<file path="src/rtl/tmf_sequencer.sv">
// rtl/tmf_sequencer.sv - control FSM for the time-multiplexed FIR filter
// Sequences delay-line init, sample fetch/write, the shared MAC sweep and the run counter.
module tmf_sequencer #(
  parameter int NTAPS = 8,
  parameter int AW    = $clog2(NTAPS),
  parameter int LAT   = 1,
  parameter int NSAMP = 128,
  parameter int CW    = 16
) (
  input  logic          CLK,
  input  logic          RST,
  input  logic          EN,
  output logic          xSEL,
  output logic          xWE,
  output logic          zSel,
  output logic [AW-1:0] wAddr,
  output logic [AW-1:0] rdAddr,
  output logic [AW-1:0] cAddr,
  output logic          macClr,
  output logic          macEn,
  output logic          yValid,
  output logic          busy,
  output logic          done,
  output logic [CW-1:0] sampCnt
);

  localparam int LW = (LAT > 1) ? $clog2(LAT) : 1;

  typedef enum logic [2:0] {
    S_INIT,
    S_IDLE,
    S_LOAD,
    S_WRITE,
    S_MAC,
    S_DRAIN,
    S_OUT
  } state_t;

  state_t        r_state;
  state_t        w_next;
  logic [AW-1:0] r_k;
  logic [AW-1:0] r_wr_ptr;
  logic [LW-1:0] r_lat;
  logic [CW-1:0] r_samp_cnt;
  logic          r_done;

  logic          w_k_last;
  logic          w_lat_last;
  logic [CW:0]   w_cnt_inc;
  logic          w_hit;
  logic          w_done_next;

  assign w_k_last    = (r_k == AW'(NTAPS - 1));
  assign w_lat_last  = (r_lat == LW'(LAT - 1));
  // One extra bit so the terminal-count compare is immune to saturation.
  assign w_cnt_inc   = {1'b0, r_samp_cnt} + {{CW{1'b0}}, 1'b1};
  assign w_hit       = (w_cnt_inc == (CW + 1)'(NSAMP));
  assign w_done_next = r_done | w_hit;

  always_ff @(posedge CLK) begin
    if (RST) begin
      r_state <= S_INIT;
    end else begin
      r_state <= w_next;
    end
  end

  always_comb begin
    w_next = r_state;
    case (r_state)
      S_INIT:  if (w_k_last) w_next = S_IDLE;
      S_IDLE:  if (EN && !r_done) w_next = S_LOAD;
      S_LOAD:  w_next = S_WRITE;
      S_WRITE: w_next = S_MAC;
      S_MAC:   if (w_k_last) w_next = (LAT == 0) ? S_OUT : S_DRAIN;
      S_DRAIN: if (w_lat_last) w_next = S_OUT;
      S_OUT:   w_next = (EN && !w_done_next) ? S_LOAD : S_IDLE;
      default: w_next = S_IDLE;
    endcase
  end

  always_ff @(posedge CLK) begin
    if (RST) begin
      r_k        <= '0;
      r_wr_ptr   <= '0;
      r_lat      <= '0;
      r_samp_cnt <= '0;
      r_done     <= 1'b0;
    end else begin
      case (r_state)
        S_INIT:  r_k <= r_k + AW'(1);
        S_WRITE: r_k <= '0;
        S_MAC: begin
          r_k   <= r_k + AW'(1);
          r_lat <= '0;
        end
        S_DRAIN: r_lat <= r_lat + LW'(1);
        S_OUT: begin
          r_wr_ptr <= r_wr_ptr + AW'(1);
          if (r_samp_cnt != {CW{1'b1}}) r_samp_cnt <= w_cnt_inc[CW-1:0];
          if (w_hit) r_done <= 1'b1;
        end
        default: ;
      endcase
    end
  end

  // Newest sample sits at wrPtr, so tap k reads k samples back.
  assign xSEL    = (r_state == S_LOAD);
  assign xWE     = (r_state == S_INIT) || (r_state == S_WRITE);
  assign zSel    = (r_state == S_INIT);
  assign wAddr   = (r_state == S_INIT) ? r_k : r_wr_ptr;
  assign rdAddr  = (r_state == S_MAC) ? (r_wr_ptr - r_k) : '0;
  assign cAddr   = (r_state == S_MAC) ? r_k : '0;
  assign macClr  = (r_state == S_WRITE);
  assign macEn   = (r_state == S_MAC);
  assign yValid  = (r_state == S_OUT);
  assign busy    = (r_state != S_IDLE);
  assign done    = r_done;
  assign sampCnt = r_samp_cnt;

endmodule

</file>
<file path="config.mk">
export PLATFORM = sky130hd
export DESIGN_NAME = tmf_sequencer
export DESIGN_NICKNAME = d
export VERILOG_FILES = /design/src/rtl/tmf_sequencer.sv
export SDC_FILE = /design/constraint.sdc
export NUM_CORES = 1
export LEC_CHECK = 0
export CAP_MARGIN = 30
export CORE_ASPECT_RATIO = 0.7
export CORE_MARGIN = 2
export CORE_UTILIZATION = 28
export DETAILED_ROUTE_END_ITERATION = 8
export DONT_BUFFER_PORTS = 1
export GPL_ROUTABILITY_DRIVEN = 0
export GPL_TIMING_DRIVEN = 0
export SKIP_LAST_GASP = 1
export SLEW_MARGIN = 10
export SYNTH_ARGS = -nofsm -noshare
export SYNTH_HDL_FRONTEND = slang
export SYNTH_SLANG_ARGS = --single-unit
export TNS_END_PERCENT = 5
</file>
<file path="constraint.sdc">
create_clock -name CLK -period 5 [get_ports CLK]
set_input_delay 1 -clock CLK [delete_from_list [all_inputs] [get_ports CLK]]
set_output_delay 1 -clock CLK [all_outputs]
set_load 0.01 [all_outputs]
</file>
==> flow_summary.json, run 1 <==
{
  "netlist_area_um2": 1740,
  "synth_top_flop_cell": "dfxtp_1",
  "top_layer": "met4",
  "timing.fmax_mhz": 343,
  "vias": 1549,
  "hold_viol_final": 0,
  "hold_path.class": "reg -> reg",
  "ir_drop_uv": 163,
  "route.met2.wl_mm": 1.80,
  "cp_slowest_cell": "mux2_2",
  "crit_required_ns": 4.00,
  "cts-root-buf": "clkbuf_8",
  "maxCapViolCount": 0,
  "status": "finished clean",
  "antenna_cells": 0,
  "syn_inst": 212,
  "die_area_um2": 6870,
  "first_pass_iters": 4,
  "critical_path_class": "reg -> out",
  "startpoint_type": "flop",
  "drive_above_1_share": 0.116,
  "power.density_nw_per_um2": 264,
  "rsz0062_at_grt": "false",
  "final_nets": 226,
  "fin_worst_skew_ns": 0.00513,
  "vias_per_cell": 5.32,
  "numCtsBuffers": 3,
  "fin_ws_ns": 2.08,
  "wl_per_cell_um": 15.8,
  "final_area_um2": 1880,
  "placed_area_um2": 1830,
  "gr-total-overflow": 0,
  "path_cells": "or2_1, clkbuf_1, nor2_1, mux2_2",
  "synth_edf_count": 0,
  "grt_pass1_wl_mm": 7.45,
  "synth_fp_nets": 221,
  "timing.reg2reg.setup_slack_ns": 2.80,
  "slew_violations": 0,
  "area_growth_pct": 7.99,
  "hold_slack_ns": 0.526,
  "worst_skew_pair.late_latency_ns": 0.28,
  "setup_viol": 0,
  "grt_use_total": 0.133,
  "yosysWarningCount": 0,
  "wl_met3_um": 423,
  "arrival_ns": 1.92,
  "antenna_left": 0,
  "cp-end-kind": "output port",
  "finalCritPeriodShare": 0.584,
  "synth_seq_area_share": 0.311,
  "rows": 23,
  "min_period_ns": 2.92,
  "dp_slack_ns": 2.40,
  "fp.dieW_um": 98.2,
  "worst_pin_slew_ns": 0.538,
  "synth_cell_types": 54,
  "max-slew-margin-rel": 0.642,
  "wl_met1_mm": 2.35,
  "port_buffers": 0,
  "ctsHoldBuffers": 0,
  "drc": 0,
  "clkSinkCount": 27,
  "drtIter0Drc": 180,
  "ys_ff_latch": 27,
  "whs_path_depth": 2,
  "start_util": 0.296,
  "p_leak_nw": 0.668,
  "clk_transition_reported_paths_ns": 0.10,
  "r2r_cells": 6,
  "cts_setup_buffers": 0,
  "grt_pass1_vias": 1360,
  "fp.coreArea_um2": 5870,
  "grt_max_degree": 15,
  "synthArstFlopShare": 0,
  "antenna_found_initial": 0,
  "syn_area_per_cell_um2": 8.20,
  "crit_path_max_incr_delay_ns": 0.43,
  "boundaryPins": 36,
  "die-height_um": 69.9,
  "cp_max_fo": 8,
  "cts_resized": 0,
  "htree_num_levels": 1,
  "drt_wl_total_mm": 4.60,
  "dp_hpwl_mm": 3.41,
  "cts_tree": "done",
  "finalSetupTns_ns": 0,
  "clockBufferDepth": 2
}
-- report_power, final --
group | total, W | internal (W) | switching, W
registers | 0.000246 | 0.000227 | 0.0000187
logic | 0.000121 | 0.0000479 | 0.0000736
clock network | 0.000129 | 0.0000573 | 0.0000720
-- path summary, 6_finish.rpt --
path / end / start
setup / recovery: wAddr[2] / r_state[0]
hold / removal: r_wr_ptr[1] / r_wr_ptr[1]
setup reg to reg: r_state[1] / sampCnt[0]
hold reg to reg: r_wr_ptr[1] / r_wr_ptr[1]
-- synthesized netlist by cell type (5+ instances only) --
| library cell | count | area, um2 |
|---|---|---|
| dfxtp_1 | 27 | 541 |
| nor2_1 | 25 | 93.8 |
| nand2_1 | 16 | 60.1 |
| xnor2_1 | 14 | 123 |
| nand3_1 | 10 | 50.1 |
| inv_1 | 9 | 33.8 |
| a21oi_1 | 8 | 40.0 |
| clkbuf_1 | 8 | 30.0 |
| nor3_1 | 8 | 40.0 |
| a211oi_1 | 7 | 52.6 |
| a31oi_1 | 5 | 31.3 |
| and3_1 | 5 | 31.3 |
| ha_1 | 5 | 62.6 |
-- per-layer routing --
metal  global-route usage  vias to the layer above
met5                    0                        -
met1                0.212                      716
met2                0.173                       53
li1                     -                      776
met3               0.0440                        4
met4               0.0183                        0
-- worst max-delay path: cells and delay by family, from the launching register on --
kind,cells,cell delay (ns)
buffers and inverters,1,0.17
DFF,1,0.39
muxes,1,0.43
and+or+nand+nor,2,0.64
-- cells in the final DEF, fill, tap and decap left out, types with 4 or more instances in the layout --
cell and instances:
ha_1 5, o31ai_1 4, o21ai_0 4, xnor2_1 14, a31oi_1 5, a21oi_1 8, a211oi_1 7, clkbuf_1 9
nor2_1 25, and3_1 5, nand3_1 10, nand2_1 16, inv_1 9, dfxtp_1 27, nor3_1 8, buf_2 4
-- kinds of logic after synthesis --
logic type / Yosys count / share of synthesized area
compound gates: 48 / 0.208
flops: 27 / 0.311
fa+ha+maj: 6 / 0.0475
buf+inv: 23 / 0.0568
mux: 4 / 0.0245
xor+xnor: 15 / 0.0755
simple gates: 89 / 0.277
-- registers in the layout (all words and copies together), names as in the netlist --
signal,count
done,1
r_k,3
r_lat,1
r_state,3
r_wr_ptr,3
sampCnt,16
-- final cells by class --
cell class | instances | area (um2)
multi-input cells | 162 | 1100
well taps | 75 | 93.8
fillers | 642 | 3990
flip-flops and latches | 27 | 541
clock buffers | 4 | 45.0
plain buffers | 13 | 61.3
inverters | 10 | 37.5
-- metrics by stage --
stage	utilization	power, W	std cells
4_1_cts	0.320	0.000502	291
3_5_place_dp	0.312	0.000373	287
6_report	0.320	0.000496	291
5_1_grt	0.320	0.000534	291
3_3_place_gp	0.312	0.000371	287
2_1_floorplan	-	0.000349	212
Note: power is estimated with default switching activity, not from simulation.
==> run 2: changes to the inputs <==
Clock period 5 ns to 2.4 ns, I/O delays scaled along.
==> run 2 against run 1 <==
Highest routed layer unchanged. Die area did not move. Cell count unchanged. Largest power group unchanged. Routed wire length about the same. Sequential share of layout area about the same. Critical path type unchanged.
==> flow_summary.json, run 2 (synthesis gave the netlist of run 1 again) <==
{
  "status": "finished clean",
  "p_sw_w": 0.000342,
  "drt_wl_total_mm": 4.60,
  "crit_required_ns": 1.92,
  "maxCapViolCount": 0,
  "hold_path.class": "in -> reg",
  "hold_viol_final": 0,
  "antenna_cells": 0,
  "gr-total-overflow": 0,
  "finalCritPeriodShare": 0.948,
  "layout_common_cells": "dfxtp_1, nor2_1, nand2_1, xnor2_1, nand3_1",
  "die_area_um2": 6870,
  "ir_drop_uv": 340,
  "timing.fmax_mhz": 440,
  "fp.dieW_um": 98.2,
  "first_pass_iters": 4,
  "drive_above_1_share": 0.125,
  "boundaryPins": 36,
  "worst_pin_slew_ns": 0.528,
  "grt_pass1_wl_mm": 7.46,
  "critical_path_class": "reg -> out",
  "largest_reg_flops": 16,
  "grt_max_degree": 15,
  "arrival_ns": 1.79,
  "cp-end-kind": "output port",
  "cp_max_fo": 8,
  "fin_ws_ns": 0.126,
  "max-slew-margin-rel": 0.648,
  "cts_setup_buffers": 0,
  "clk_transition_reported_paths_ns": 0.10,
  "rows": 23,
  "wl_per_cell_um": 15.8,
  "rsz0062_at_grt": "false",
  "port_buffers": 0,
  "netSwitchingFraction": 0.330,
  "slew_violations": 0,
  "antenna_found_initial": 0,
  "cts_tree": "done",
  "start_util": 0.296,
  "fin_worst_skew_ns": 0.00323,
  "p_int_w": 0.000695,
  "fill_cells": 643,
  "clockBufferDepth": 2,
  "setup_viol": 0,
  "dp_slack_ns": 0.223,
  "numCtsBuffers": 3,
  "ctsHoldBuffers": 0,
  "startpoint_type": "flop",
  "htree_num_levels": 1,
  "grt_use_total": 0.134,
  "combPwrFrac": 0.247,
  "dp_hpwl_mm": 3.41,
  "final_common_cell": "dfxtp_1",
  "p_leak_nw": 0.669,
  "antenna_left": 0,
  "worst_skew_pair.late_latency_ns": 0.28,
  "area_growth_pct": 8.20,
  "die-height_um": 69.9,
  "min_period_ns": 2.27,
  "vias_per_cell": 5.33,
  "cts_resized": 1,
  "final_nets": 226,
  "multi_input_area_um2": 1100,
  "power.share.clock": 0.258,
  "vias": 1551,
  "seq_power_share": 0.495,
  "grt_pass1_vias": 1360,
  "seqCellArea_um2": 542,
  "finalSetupTns_ns": 0,
  "clkSinkCount": 27,
  "drtIter0Drc": 161,
  "drc": 0,
  "power.density_nw_per_um2": 551,
  "cts-root-buf": "clkbuf_8",
  "fp.coreArea_um2": 5870
}
==> run 2: area by class of cell <==
cell class                 count  area share
tap                           75      0.0499
sequential                    27       0.288
multi-input combinational    162       0.586
buffer                        13      0.0326
inverter                      10      0.0199
clock buffer                   4      0.0239
==> run 2: worst max-delay path: stages (launching register included) <==
cell and delay, ns:
dfxtp_1 0.38, or2_1 0.24, clkbuf_1 0.18, nor2_2 0.29, mux2_2 0.42
==> run 2: path summary, 6_finish.rpt <==
check / from / slack (ns) / end / depth (start not counted)
setup / recovery: r_state[0] / 0.13 / wAddr[2] / 4
setup reg to reg: sampCnt[0] / 0.22 / r_state[1] / 6
hold reg to reg: r_wr_ptr[1] / 0.53 / r_wr_ptr[1] / 2
hold / removal: RST / 0.28 / r_k[1] / 1
==> run 2: through the flow <==
stage / hold WS, ns / area (um2) / instances / util / power, W
after floorplan: 0.476 / 1740 / 212 / - / 0.000727
after global placement: 0.513 / 1830 / 287 / 0.312 / 0.000772
after detailed placement: 0.511 / 1830 / 287 / 0.312 / 0.000778
after CTS: 0.275 / 1880 / 291 / 0.320 / 0.00105
after global routing: 0.275 / 1880 / 291 / 0.321 / 0.00112
final: 0.278 / 1880 / 291 / 0.321 / 0.00104
==> run 2: per-layer routing <==
layer / up-vias / GRT usage / wire, um
li1: 774 / - / -
met1: 719 / 0.212 / 2320
met2: 54 / 0.174 / 1830
met3: 4 / 0.0440 / 434
met4: 0 / 0.0183 / 19
met5: - / 0 / 0
==> run 2: power by group through the flow <==
stage	combinational (W)	clock [W]	sequential, W
5_1_grt	0.000301	0.000299	0.000520
3_5_place_dp	0.000256	0	0.000522
4_1_cts	0.000259	0.000279	0.000511
2_1_floorplan	0.000218	0	0.000510
3_3_place_gp	0.000251	0	0.000521
6_report	0.000256	0.000267	0.000513
==> run 3: changes to the inputs <==
Settings changed: ABC_CLOCK_PERIOD_IN_PS set to 2400.
==> results of run 3 <==
Final layout, timing and power as in run 2 (identical DEF).
